==> src/rtl/aes_core_sched_pkg.sv <==
// Shared widths, state encodings and defaults for the AES sequencer.
package aes_core_sched_pkg;
    localparam int KEY_S = 128;
    localparam int BLK_S = 128;
    localparam int DEF_TIMEOUT = 255;

    typedef enum logic [1:0] {
        IDLE  = 2'd0,
        START = 2'd1,
        WAIT  = 2'd2
    } state_t;
endpackage

==> src/rtl/aes_out_fifo.sv <==
// Two-entry ciphertext queue; head is visible on out_data/out_valid.
module aes_out_fifo #(
    parameter int W = 128
) (
    input  logic         clk,
    input  logic         reset,
    input  logic         push,
    input  logic [W-1:0] push_data,
    input  logic         pop,
    output logic [W-1:0] head,
    output logic         valid,
    output logic [1:0]   count
);
    logic [W-1:0] mem [2];
    logic         rd_ptr;
    logic         wr_ptr;
    logic         do_push;
    logic         do_pop;

    assign do_push = push && (count != 2'd2);
    assign do_pop  = pop && (count != 2'd0);
    assign head    = mem[rd_ptr];
    assign valid   = (count != 2'd0);

    always_ff @(posedge clk or negedge reset) begin
        if (!reset) begin
            mem[0] <= '0;
            mem[1] <= '0;
            rd_ptr <= 1'b0;
            wr_ptr <= 1'b0;
            count  <= 2'd0;
        end else begin
            if (do_push) begin
                mem[wr_ptr] <= push_data;
                wr_ptr      <= ~wr_ptr;
            end
            if (do_pop) begin
                rd_ptr <= ~rd_ptr;
            end
            count <= count + 2'(do_push) - 2'(do_pop);
        end
    end
endmodule

==> src/rtl/aes_core_sched.sv <==
// Command sequencer in front of the AES core: key tracking, start
// pulses, completion watchdog and buffered ciphertext output.
module aes_core_sched
    import aes_core_sched_pkg::*;
#(
    parameter int KEY_W   = KEY_S,
    parameter int BLK_W   = BLK_S,
    parameter int TIMEOUT = DEF_TIMEOUT,
    parameter int CNT_W   = 32
) (
    input  logic             clk,
    input  logic             reset,
    input  logic             in_valid,
    output logic             in_ready,
    input  logic             in_key_load,
    input  logic [BLK_W-1:0] in_data,
    output logic             out_valid,
    input  logic             out_ready,
    output logic [BLK_W-1:0] out_data,
    output logic             core_en,
    output logic             core_key_strobe,
    output logic [KEY_W-1:0] core_key,
    output logic [BLK_W-1:0] core_plaintext,
    input  logic [BLK_W-1:0] core_ciphertext,
    input  logic             core_done,
    output logic             busy,
    output logic             err_timeout,
    output logic [CNT_W-1:0] blk_count
);
    localparam int TMR_W = $clog2(TIMEOUT + 1);

    state_t     state;
    state_t     state_nx;
    logic [TMR_W-1:0] timer;
    logic       key_dirty;
    logic       ready_en;
    logic [1:0] q_count;
    logic       accept;
    logic       push;
    logic       pop;
    logic       timed_out;

    assign accept    = in_valid && in_ready;
    assign push      = (state == WAIT) && core_done;
    assign pop       = out_valid && out_ready;
    assign timed_out = (state == WAIT) && !core_done &&
                       (timer == TMR_W'(TIMEOUT - 1));

    always_ff @(posedge clk or negedge reset) begin
        if (!reset) begin
            state <= IDLE;
        end else begin
            state <= state_nx;
        end
    end

    always_comb begin
        state_nx = state;
        unique case (state)
            IDLE: begin
                if (accept && !in_key_load) begin
                    state_nx = START;
                end
            end
            START: state_nx = WAIT;
            WAIT: begin
                if (core_done || timed_out) begin
                    state_nx = IDLE;
                end
            end
            default: state_nx = IDLE;
        endcase
    end

    // ready_en holds in_ready low through reset and its first cycle out
    always_comb begin
        in_ready = ready_en && (state == IDLE) && !err_timeout &&
                   (q_count < 2'd2);
        core_en         = (state == START);
        core_key_strobe = (state == START) && key_dirty;
        busy            = (state != IDLE);
    end

    always_ff @(posedge clk or negedge reset) begin
        if (!reset) begin
            core_key       <= '0;
            core_plaintext <= '0;
            key_dirty      <= 1'b1;
            err_timeout    <= 1'b0;
            blk_count      <= '0;
            timer          <= '0;
            ready_en       <= 1'b0;
        end else begin
            ready_en <= 1'b1;
            if (accept && in_key_load) begin
                core_key  <= in_data[KEY_W-1:0];
                key_dirty <= 1'b1;
            end
            if (accept && !in_key_load) begin
                core_plaintext <= in_data;
            end
            if (state == START) begin
                key_dirty <= 1'b0;
                timer     <= '0;
            end
            if (state == WAIT) begin
                timer <= timer + 1'b1;
            end
            if (timed_out) begin
                err_timeout <= 1'b1;
            end
            if (push) begin
                blk_count <= blk_count + 1'b1;
            end
        end
    end

    aes_out_fifo #(
        .W(BLK_W)
    ) u_fifo (
        .clk       (clk),
        .reset     (reset),
        .push      (push),
        .push_data (core_ciphertext),
        .pop       (pop),
        .head      (out_data),
        .valid     (out_valid),
        .count     (q_count)
    );
endmodule

==> config.mk <==
export PLATFORM = sky130hd
export DESIGN_NAME = aes_core_sched
export DESIGN_NICKNAME = d
export VERILOG_FILES = /design/src/rtl/aes_core_sched_pkg.sv /design/src/rtl/aes_out_fifo.sv /design/src/rtl/aes_core_sched.sv
export SDC_FILE = /design/constraint.sdc
export NUM_CORES = 1
export LEC_CHECK = 0
export CAP_MARGIN = 0
export CORE_MARGIN = 5
export CORE_UTILIZATION = 25
export CTS_CLUSTER_SIZE = 16
export DETAILED_ROUTE_END_ITERATION = 6
export SETUP_SLACK_MARGIN = 0.15
export SYNTH_ARGS = -nofsm -noshare
export SYNTH_HDL_FRONTEND = slang
export SYNTH_SLANG_ARGS = --single-unit
==> constraint.sdc <==
create_clock -name clk -period 3.32 [get_ports clk]
set_input_delay 0.498 -clock clk [delete_from_list [all_inputs] [get_ports clk]]
set_output_delay 0.498 -clock clk [all_outputs]
set_load 0.03 [all_outputs]
==> qor.yml <==
routing:
  drt_pass1_iterations: 4
  avgRoutedWirePerCell_um: 21.3
  drt_drc_violations_left: 0
  dr_total_vias: 14800
  drt-initial-drc-count: 584
  viasPerCell: 4.33
  wirelength_um: 73000
  antenna_left: 0
global_route:
  grt_max_degree: 92
  track_usage: 0.145
  grt_pass1_wl_um: 109000
  grt_pass1_vias: 16800
  grt-ovfl-total: 0
  antenna_found_initial: 16
synthesis:
  syn_area_mm2: 0.0230
  synth_enable_flop_cells: 0
  synth.most_common_cell: "mux2_2"
  synth_ff_type: "dfrtp_1"
  yosysSeqAreaShare: 0.611
  syn_nets: 1718
  synth_common_cells: "631 x mux2_2, 560 x dfrtp_1, 29 x buf_6"
  netlist-cell-type-count: 46
  yosys.area.top_type: "dfrtp_1"
  ys_ff_latch: 561
  avgSynthCellArea_um2: 15.9
  ys_warn_count: 0
  syn_inst: 1447
  yosys-top-cells-area: "dfrtp_1 61%, mux2_2 31%, buf_6 1.4%"
  synth_top_area_frac: 0.610
  async_reset_ff_frac: 1.00
floorplanning:
  ioPinCount: 684
  dieArea_mm2: 0.0981
  core_region_area_mm2: 0.0914
  dieWidth_um: 313
  die_y_um: 313
  std_cell_rows: 111
  initial_core_util: 0.251
cells_and_area:
  fin_cells: 3426
  drive_gt1_frac: 0.362
  nets: 2450
  area_growth_pct: 46.7
placed_design:
  dp.cells: 3289
  dpl.hpwl_um: 54800
  place_ws_ns: 0.423
  portBuffers: 683
  routabilityCongestion: 0.836
timing:
  max_slew_margin: 0.507
  min_period_over_period: 0.884
  rsz0062_at_grt: "no"
  timing.setup.tns_ns: 0
  finalHoldViolCount: 0
  max_freq_mhz: 341
  finalMaxSlewViolations: 0
  tightest_slew_ns: 0.740
  min_period_ns: 2.94
  finalSetupViolCount: 0
  skew_ns: 0.0185
  finalWorstSetupSlack_ns: 0.384
outcome:
  outcome: "completed"
critical_path:
  worstPathRequired_ns: 2.82
  arrival_ns: 2.44
  critPathMaxFanout: 11
  startpoint_type: "flop"
  critPathMaxStageDelay_ns: 0.74
  crit_family: "buffers and inverters"
  path_cells: "buf_12, buf_4, mux2_2, clkdlybuf4s50_1"
  critical_path_class: "reg -> out"
  crit_path_end_kind: "primary output"
  slowest_stage: "clkdlybuf4s50_1"
  critPathBufInv: 3
clock_tree:
  cts_sinks: 561
  tritoncts: "done"
  ctsResizeCount: 0
  cts.reportedPaths.clkPinSlew_ns: 0.06
  cts_buffers: 69
  insertion_delay_ns: 0.60
  cts_buffer_depth: 3
  htree_levels: 3
  ctsRootBufferMaster: "clkbuf_16"
power_and_ir_drop:
  power_frac_clock: 0.476
  powerDensity_mw_per_mm2: 473
  p_seq_frac: 0.432
  ir_drop_uv: 478
  switchingPower_w: 0.00366
  swShare: 0.230
  p_int_w: 0.0123
  p_leak_nw: 16.0
  p_total_w: 0.0159
  pwr-share-comb: 0.091
worst_hold_path:
  min_path_type: "reg -> reg"
job:
  drv_cap: 0
per-layer routing:
| metal | track usage | vias up | routed length (um) |
|---|---|---|---|
| met4 | 0.0643 | 4 | 3080 |
| met3 | 0.0385 | 150 | 3980 |
| met2 | 0.257 | 396 | 38200 |
| li1 | - | 6609 | - |
| met1 | 0.163 | 7660 | 27700 |
| met5 | 0 | - | 21 |
worst register-to-register path: stages, from the launching register on:
cell and delay [ns]:
dfrtp_1 0.39, inv_1 0.12, ha_1 0.18, buf_4 0.20
nand2_1 0.14, a21oi_2 0.32, and2b_4 0.43, buf_4 0.35
mux2_2 0.39
final timing paths:
kind | from | slack [ns] | to | depth (start not counted)
max in group asynchronous | reset | 1.69 | u_fifo.count[1] | 3
max | u_fifo.rd_ptr | 0.38 | out_data[104] | 4
min in group asynchronous | reset | 0.51 | u_fifo.mem[45] | 2
min reg2reg | blk_count[31] | 0.47 | blk_count[31] | 1
max reg2reg | state[0] | 0.69 | u_fifo.mem[222] | 8
min | blk_count[31] | 0.47 | blk_count[31] | 1
cell families (layout without fill, tap and decap cells):
group,Yosys count,count (layout),share of synthesized area
mux,645,645,0.316
flops,561,561,0.611
simple gates,92,92,0.0234
buf+inv,92,873,0.0276
xor+xnor,36,36,0.0137
compound gates,11,11,0.00310
fa+ha+maj,9,9,0.00490
other cells,1,13,0.000163
state kept, by name, indices dropped and copies added, names as in the netlist:
name and flops:
state 2, u_fifo.count 2, blk_count 32, key_dirty 1, core_plaintext 128, u_fifo.wr_ptr 1, u_fifo.rd_ptr 1, timer 8
core_key 128, err_timeout 1, u_fifo.mem 256, ready_en 1
per-stage QoR:
stage / hold WS, ns / instance area [um^2] / util
floorplan: 0.202 / 23000 / -
global placement: 0.457 / 31300 / 0.342
detailed placement: 0.466 / 31300 / 0.342
CTS: 0.464 / 33700 / 0.369
global route: 0.493 / 33700 / 0.369
finish: 0.472 / 33700 / 0.369
cell usage in the layout, fill, tap and decap left out, types with 12 or more instances in the layout:
cell type,netlist,final
xor2_1,19,19
mux2_1,12,12
clkbuf_1,13,12
nand2_1,22,21
diode_2,0,12
buf_12,0,17
clkdlybuf4s50_1,0,682
nor3_1,13,13
clkbuf_16,0,73
mux2_2,631,631
xnor2_1,17,17
dfrtp_1,560,559
buf_4,13,33
inv_1,18,18
clkbuf_8,0,16
layout make-up:
| type | count | area (um^2) |
|---|---|---|
| fill | 8707 | 57700 |
| inverter | 18 | 67.6 |
| sequential | 561 | 14000 |
| timing repair buffer | 735 | 7470 |
| clock buffer | 101 | 2090 |
| antenna | 12 | 30.0 |
| tap | 1186 | 1480 |
| multi-input combinational | 794 | 8320 |
| clock inverter | 19 | 214 |
power groups by stage:
stage / sequential [W] / clock (W) / combinational, W
after floorplan: 0.00700 / 0 / 0.000542
after global placement: 0.00710 / 0 / 0.00125
after detailed placement: 0.00710 / 0 / 0.00127
after CTS: 0.00689 / 0.00786 / 0.00148
after global routing: 0.00689 / 0.00811 / 0.00156
final: 0.00689 / 0.00759 / 0.00145
what timing repair did:
item                                    CTS  global route
endpoints found under the hold margin    58             0
endpoints found under the setup margin  114             0
hold buffers                              1             0
setup buffers                             4             0
(Power assumes the default switching activity.)
